$ cat src/rtl/instr_fetch_unit.sv
// Instruction fetch unit: owns the PC and fetches words over a req/ack handshake.
// It presents each word to the decoder, honours stall, and redirects on jumps.
module instr_fetch_unit #(
  parameter int unsigned ADDR_W = 9,
  parameter int unsigned INSTR_W = 16,
  parameter logic [ADDR_W-1:0] RESET_PC = '0
) (
  input  logic               clk,
  input  logic               rst,
  output logic               imem_req,
  output logic [ADDR_W-1:0]  imem_addr,
  input  logic               imem_ack,
  input  logic [INSTR_W-1:0] imem_data,
  input  logic               stall,
  input  logic               jump_en,
  input  logic [ADDR_W-1:0]  jump_addr,
  output logic [INSTR_W-1:0] InstrReg,
  output logic               instr_valid,
  output logic [ADDR_W-1:0]  pc_out
);

  typedef enum logic [1:0] {IDLE, FETCH, DRAIN, HOLD} state_t;

  state_t              state, state_n;
  logic [ADDR_W-1:0]   pc, pc_n;
  logic [ADDR_W-1:0]   pc_target, pc_target_n;
  logic [INSTR_W-1:0]  instr_n;
  logic [ADDR_W-1:0]   pc_out_n;
  logic                valid_n;
  logic                req_n;

  assign imem_addr = pc;

  always_ff @(posedge clk or posedge rst) begin
    if (rst) state <= IDLE;
    else     state <= state_n;
  end

  // Next state and datapath updates; a held unconsumed word blocks any new ack.
  always_comb begin
    state_n     = state;
    pc_n        = pc;
    pc_target_n = pc_target;
    instr_n     = InstrReg;
    pc_out_n    = pc_out;
    valid_n     = instr_valid;
    case (state)
      IDLE: state_n = FETCH;
      FETCH: begin
        if (jump_en) begin
          valid_n = 1'b0;
          if (imem_ack) begin
            pc_n = jump_addr;
          end else begin
            pc_target_n = jump_addr;
            state_n     = DRAIN;
          end
        end else if (instr_valid && stall) begin
          state_n = HOLD;
        end else if (imem_ack) begin
          instr_n  = imem_data;
          pc_out_n = pc;
          valid_n  = 1'b1;
          pc_n     = ADDR_W'(pc + 1'b1);
        end else if (instr_valid) begin
          valid_n = 1'b0;
        end
      end
      DRAIN: begin
        if (jump_en) pc_target_n = jump_addr;
        if (imem_ack) begin
          pc_n    = jump_en ? jump_addr : pc_target;
          state_n = FETCH;
        end
      end
      HOLD: begin
        if (jump_en) begin
          pc_n    = jump_addr;
          valid_n = 1'b0;
          state_n = FETCH;
        end else if (!stall) begin
          valid_n = 1'b0;
          state_n = FETCH;
        end
      end
      default: state_n = IDLE;
    endcase
    req_n = (state_n == FETCH) || (state_n == DRAIN);
  end

  always_ff @(posedge clk or posedge rst) begin
    if (rst) begin
      pc          <= RESET_PC;
      pc_target   <= RESET_PC;
      imem_req    <= 1'b0;
      InstrReg    <= '0;
      instr_valid <= 1'b0;
      pc_out      <= '0;
    end else begin
      pc          <= pc_n;
      pc_target   <= pc_target_n;
      imem_req    <= req_n;
      InstrReg    <= instr_n;
      instr_valid <= valid_n;
      pc_out      <= pc_out_n;
    end
  end

endmodule

$ cat config.mk
export PLATFORM = sky130hd
export DESIGN_NAME = instr_fetch_unit
export DESIGN_NICKNAME = d
export VERILOG_FILES = /design/src/rtl/instr_fetch_unit.sv
export SDC_FILE = /design/constraint.sdc
export NUM_CORES = 1
export LEC_CHECK = 0
export CAP_MARGIN = 20
export CORE_ASPECT_RATIO = 0.7
export CORE_MARGIN = 1.5
export CORE_UTILIZATION = 40
export DETAILED_ROUTE_END_ITERATION = 12
export PLACE_DENSITY = 0.69
export SLEW_MARGIN = 10
export SYNTH_ARGS = -nofsm -noshare
export SYNTH_HDL_FRONTEND = slang
export SYNTH_SLANG_ARGS = --single-unit
$ cat constraint.sdc
create_clock -name clk -period 1.7 [get_ports clk]
set_clock_uncertainty 0.15 [all_clocks]
set_input_delay 0.17 -clock clk [delete_from_list [all_inputs] [get_ports clk]]
set_output_delay 0.17 -clock clk [all_outputs]
set_load 0.02 [all_outputs]
# Word-level counts from Yosys, hierarchy flattened

Index checks and enable logic that the tools add are counted.

Reduce and logical (&&, ||, !) cells: 10
$add $sub $neg: 1
Equality and inequality tests: 13
Bitwise gates (word level): 2
Multiplexer cells: 24

Operator list:

| kind                                                                  | number |
|---|---|
| 9-bit two-way mux                                                     | 9 |
| 9-bit case mux with 3 select lines                                    | 1 |
| 9-bit case mux with 2 select lines                                    | 1 |
| 2-bit two-way mux                                                     | 6 |
| 3-bit != test, second input constant                                  | 4 |
| 9-bit by 1-bit adder with 9-bit output, second input constant         | 1 |
| 2-bit != test, second input constant                                  | 4 |
| 2-bit case mux with 4 select lines                                    | 1 |
| 2-bit equality test, second input constant                            | 3 |
| 3-bit AND reduction                                                   | 2 |
| 6-bit AND reduction                                                   | 1 |
| 1-bit two-way mux                                                     | 5 |
| 2-bit by 1-bit equality test with 1-bit output, second input constant | 2 |
| 4-bit AND reduction                                                   | 1 |
| 2-bit nonzero test                                                    | 2 |
| 3-bit nonzero test                                                    | 1 |
| 2-bit logical NOT                                                     | 1 |
| 1-bit inverter                                                        | 2 |
| 1-bit case mux with 2 select lines                                    | 1 |
| 1-bit logical AND                                                     | 1 |
| 1-bit logical OR                                                      | 1 |

Flip-flop bits (word level): 47
Word-level logic and storage cells: 57
Output and inout bits: 36

# Logic depth before layout (Yosys ltp)

Depth after elaboration: 6
Depth in mapped cells: 6
Gate-level depth less buffers: 5

# Worst setup path before layout

OpenSTA, ideal clock, no wires.

Path kind: register to register
Start: register pc[0], in the netlist imem_addr[0]
End: register pc[6], in the netlist imem_addr[6]
Data required time: 1,414 ps
Data arrival time: 1,451 ps
Setup time: 136 ps
Cell stages (with the launch flop): 6
Buffers on the path: 0
Setup slack: -37 ps
Path through: dfrtp_1 ha_1 nand4_1 o21a_1 o311ai_0 a21oi_1

Word-level cells in the longest chain between the ends: 5

Ends and longest elaborated chain:

| item                                   | line | text |
|---|---|---|
| start: declaration                     | 25   | `logic [ADDR_W-1:0] pc, pc_n;` |
| start signal: assignment               | 100  | `pc <= pc_n;` |
| 9-bit by 1-bit adder with 9-bit output | 64   | `pc_n = ADDR_W'(pc + 1'b1);` |
| 9-bit two-way mux                      | 60   | `end else if (imem_ack) begin` |
| 9-bit two-way mux                      | 58   | `end else if (instr_valid && stall) begin` |
| 9-bit two-way mux                      | 50   | `if (jump_en) begin` |
| 9-bit case mux with 3 select lines     | 47   | `case (state)` |

Every way passes these cells. The select of a mux whose other input is x is not followed.
A chain may end at the register's enable or synchronous reset.

# Worst setup path after layout

Start: register state[0]
End: register pc[6], in the netlist imem_addr[6]

Word-level cells in the longest chain between the ends: 3
Elaborated cells between the ends (all ways): 11
Those cells by class: 8 x eq/ne; 1 x mux; 2 x reduce/logical

Ends and longest elaborated chain:

| item                                                                                  | line | text |
|---|---|---|
| start: declaration                                                                    | 24   | `state_t state, state_n;` |
| start signal: assignment                                                              | 36   | `else state <= state_n;` |
| 2-bit by 1-bit equality test with 1-bit output or 2-bit equality test (tied branches) | 47   |  |
| 3-bit != test (no source line), or another cell as far along                          | n/a  |  |
| 6-bit AND reduction (no source line)                                                  | n/a  |  |

Parallel ways exist; a longest one is shown, timed or not.

==> flow_summary.ini <==
[detailed_routing]
dr.first_iter.drc_count = 89
drc = 0
final_antenna_net_count = 0
routedWlPerCell_um = 14.5
totalWireLength_mm = 5.11
dr.pass1.iters = 4
via_per_inst = 5.09
vias = 1792

[sta]
fmax_mhz = 606
worst_pin_slew_ps = 367
maxSlewViolCount = 0
finalSetupViolCount = 0
period_needed_ps = 1650
rsz0062_at_grt = yes
setup_tns_ps = 0
hold_violations = 0
max-slew-margin-rel = 0.755
fin_crit_sh = 0.971

[floorplanning]
die-width_um = 93.9
die_y_um = 66.6
fp-row-count = 22
start_util = 0.429
coreArea_um2 = 5400
ios = 66
die-area_um2 = 6250

[grt]
grt_use_total = 0.176
grt_pass1_vias = 1715
overflow = 0
grt_pass1_wl_mm = 8.38
antenna_found_initial = 0
grt_max_degree = 30

[worst_setup_path]
slowest_stage = dfrtp_1
endpoint_kind = register
path_max_fanout = 4
cp_top_family = compound AO/OA/AOI/OAI gates
critPathRequiredTime_ps = 1770
worstSetupPathType = register to register
worstPathArrival_ps = 1720
path_common_cell = a21oi_1
cp-start-kind = register
worstPathCellList = nor2b_4, buf_6, a221oi_4, buf_4, a21oi_1, a21oi_1
reg2reg_depth = 6
crit_buf_inv = 2
cp.depth = 6
cp_slowest_stage_delay_ps = 410

[power_and_ir_drop]
power_per_cell_area_nw_per_um2 = 1370
ir_drop_v = 0.000880
p_leak_nw = 1.50

[final_layout]
instances_no_fill = 352
fin_nets = 310
final_core_util = 0.625
fin_area_um2 = 3370
layout-drive-gt1-share = 0.318
syn_to_final_growth_pct = 45.8
antenna_cells = 0

[synth]
yosysWarningCount = 0
synth_common_cells = dfrtp_1 (47), mux2_2 (17), mux2_4 (16)
synth.most_common_cell = dfrtp_1
avgSynthCellArea_um2 = 12.5
synth_edf_count = 0
syn-num-nets = 216
yosysTopAreaCell = dfrtp_1
syn_area_um2 = 2310
synthCells = 185
synth-main-ff-cell = dfrtp_1
synth_seq_area_share = 0.509
ys_types = 50
synth.area.top_cells = dfrtp_1 (51%), mux2_4 (10%), mux2_2 (8.3%)
yosysTopAreaCellShare = 0.509
ys_ff_latch = 47
async_flop_share = 1.00

[run_status]
status = completed

[clock_network]
path_clk_slew_ps = 90
hold_buffers = 0
cts.sinks = 47
root_buffer = clkbuf_8
cts_buffer_depth = 2
cts.htree.levels = 2
clk-insertion-delay-late_ps = 290
cts_tree = built
numCtsBuffers = 5

[job]
max-cap-violations = 0

[place]
dp_cells = 343
io_buffers = 65
gp_congestion = 0.816
placed_cell_area_um2 = 3240
dp_hpwl_mm = 3.94

[hold_path]
hold_path_class = primary input to asynchronous set/reset pin
==> power breakdown <==
part           switching, mW  internal [mW]  total, mW
Clock                  0.370          0.286      0.657
Sequential             0.287           1.51       1.80
Combinational          0.978           1.18       2.16
Total                   1.64           2.98       4.61
==> layout make-up <==
| type | instances | area [um^2] |
|---|---|---|
| clock buffers | 5 | 68.8 |
| clock inverters | 3 | 20.0 |
| fillers | 448 | 2020 |
| inverters | 5 | 18.8 |
| multi-input cells | 122 | 1070 |
| flip-flops and latches | 47 | 1180 |
| well taps | 72 | 90.1 |
| repair buffers | 98 | 927 |
==> what timing repair did <==
| item | 4_1_cts | 5_1_grt |
|---|---|---|
| pin swaps | 0 | 3 |
| resized for setup | 9 | 15 |
| setup endpoints to repair | 13 | 7 |
| setup buffers | 0 | 1 |
| endpoints found under the hold margin | 0 | 0 |
==> through the flow <==
| step | power [mW] | hold slack, ps | setup WS [ps] |
|---|---|---|---|
| 2_1_floorplan | 2.93 | 169 | 24.6 |
| 3_3_place_gp | 3.97 | 316 | -192 |
| 3_5_place_dp | 3.99 | 321 | -190 |
| 4_1_cts | 4.62 | 74.8 | 19.5 |
| 5_1_grt | 4.90 | 104 | -27.1 |
| 6_report | 4.61 | 66.6 | 49.3 |
==> flip-flops by register name (all words and copies together) (netlist names) <==
name	flops
instr_valid	1
state	2
imem_req	1
pc_out	9
imem_addr	9
InstrReg	16
pc_target	9
==> cells in the final DEF, fill, tap and decap left out, types with 2 or more instances in the layout <==
cell type,instances
o21a_1,2
dfrtp_1,44
nand2_1,10
nor2b_4,2
buf_6,3
buf_4,28
o21ai_1,6
nand3_1,3
o21ai_0,10
mux2_4,16
clkbuf_8,5
a22o_1,4
dfrtp_2,3
a221oi_1,3
and3_1,2
o22ai_1,4
buf_12,2
mux2_2,17
nor2_1,6
clkinvlp_4,2
a21oi_1,6
inv_1,4
dlygate4sd2_1,8
nor3_1,2
clkdlybuf4s50_1,56
a2bb2oi_1,2
==> tightest hold or removal path: cells and delay by family <==
kind / cells / cell delay (ps)
buf+inv: 3 / 710
==> cells by family after synthesis <==
group | synth area share
flip-flops | 0.509
buffers and inverters | 0.0422
adder cells (fa/ha/maj) | 0.00541
AND/OR/NAND/NOR | 0.0904
multiplexers | 0.187
XOR/XNOR | 0.00379
AO/OA/AOI/OAI | 0.163
==> worst paths after layout <==
kind,start,slack [ps],end
min in group clk,imem_data[12],340,InstrReg[12]
max in group asynchronous,rst,1000,InstrReg[11]
worst min register to register,pc_out[7],340,pc_out[7]
worst min-delay path,rst,70,pc_target[5]
worst max-delay path,state[0],50,imem_addr[6]
worst max register to register,state[0],50,imem_addr[6]
==> routing by layer <==
metal,track usage,share of wire,vias to the layer above,wire [um]
met5,0,0,-,0
met4,0.0392,0.0057,0,29
met3,0.0422,0.073,6,373
met2,0.248,0.41,64,2110
met1,0.268,0.51,853,2590
li1,-,-,869,-
Note: power is estimated with default switching activity, not from simulation.
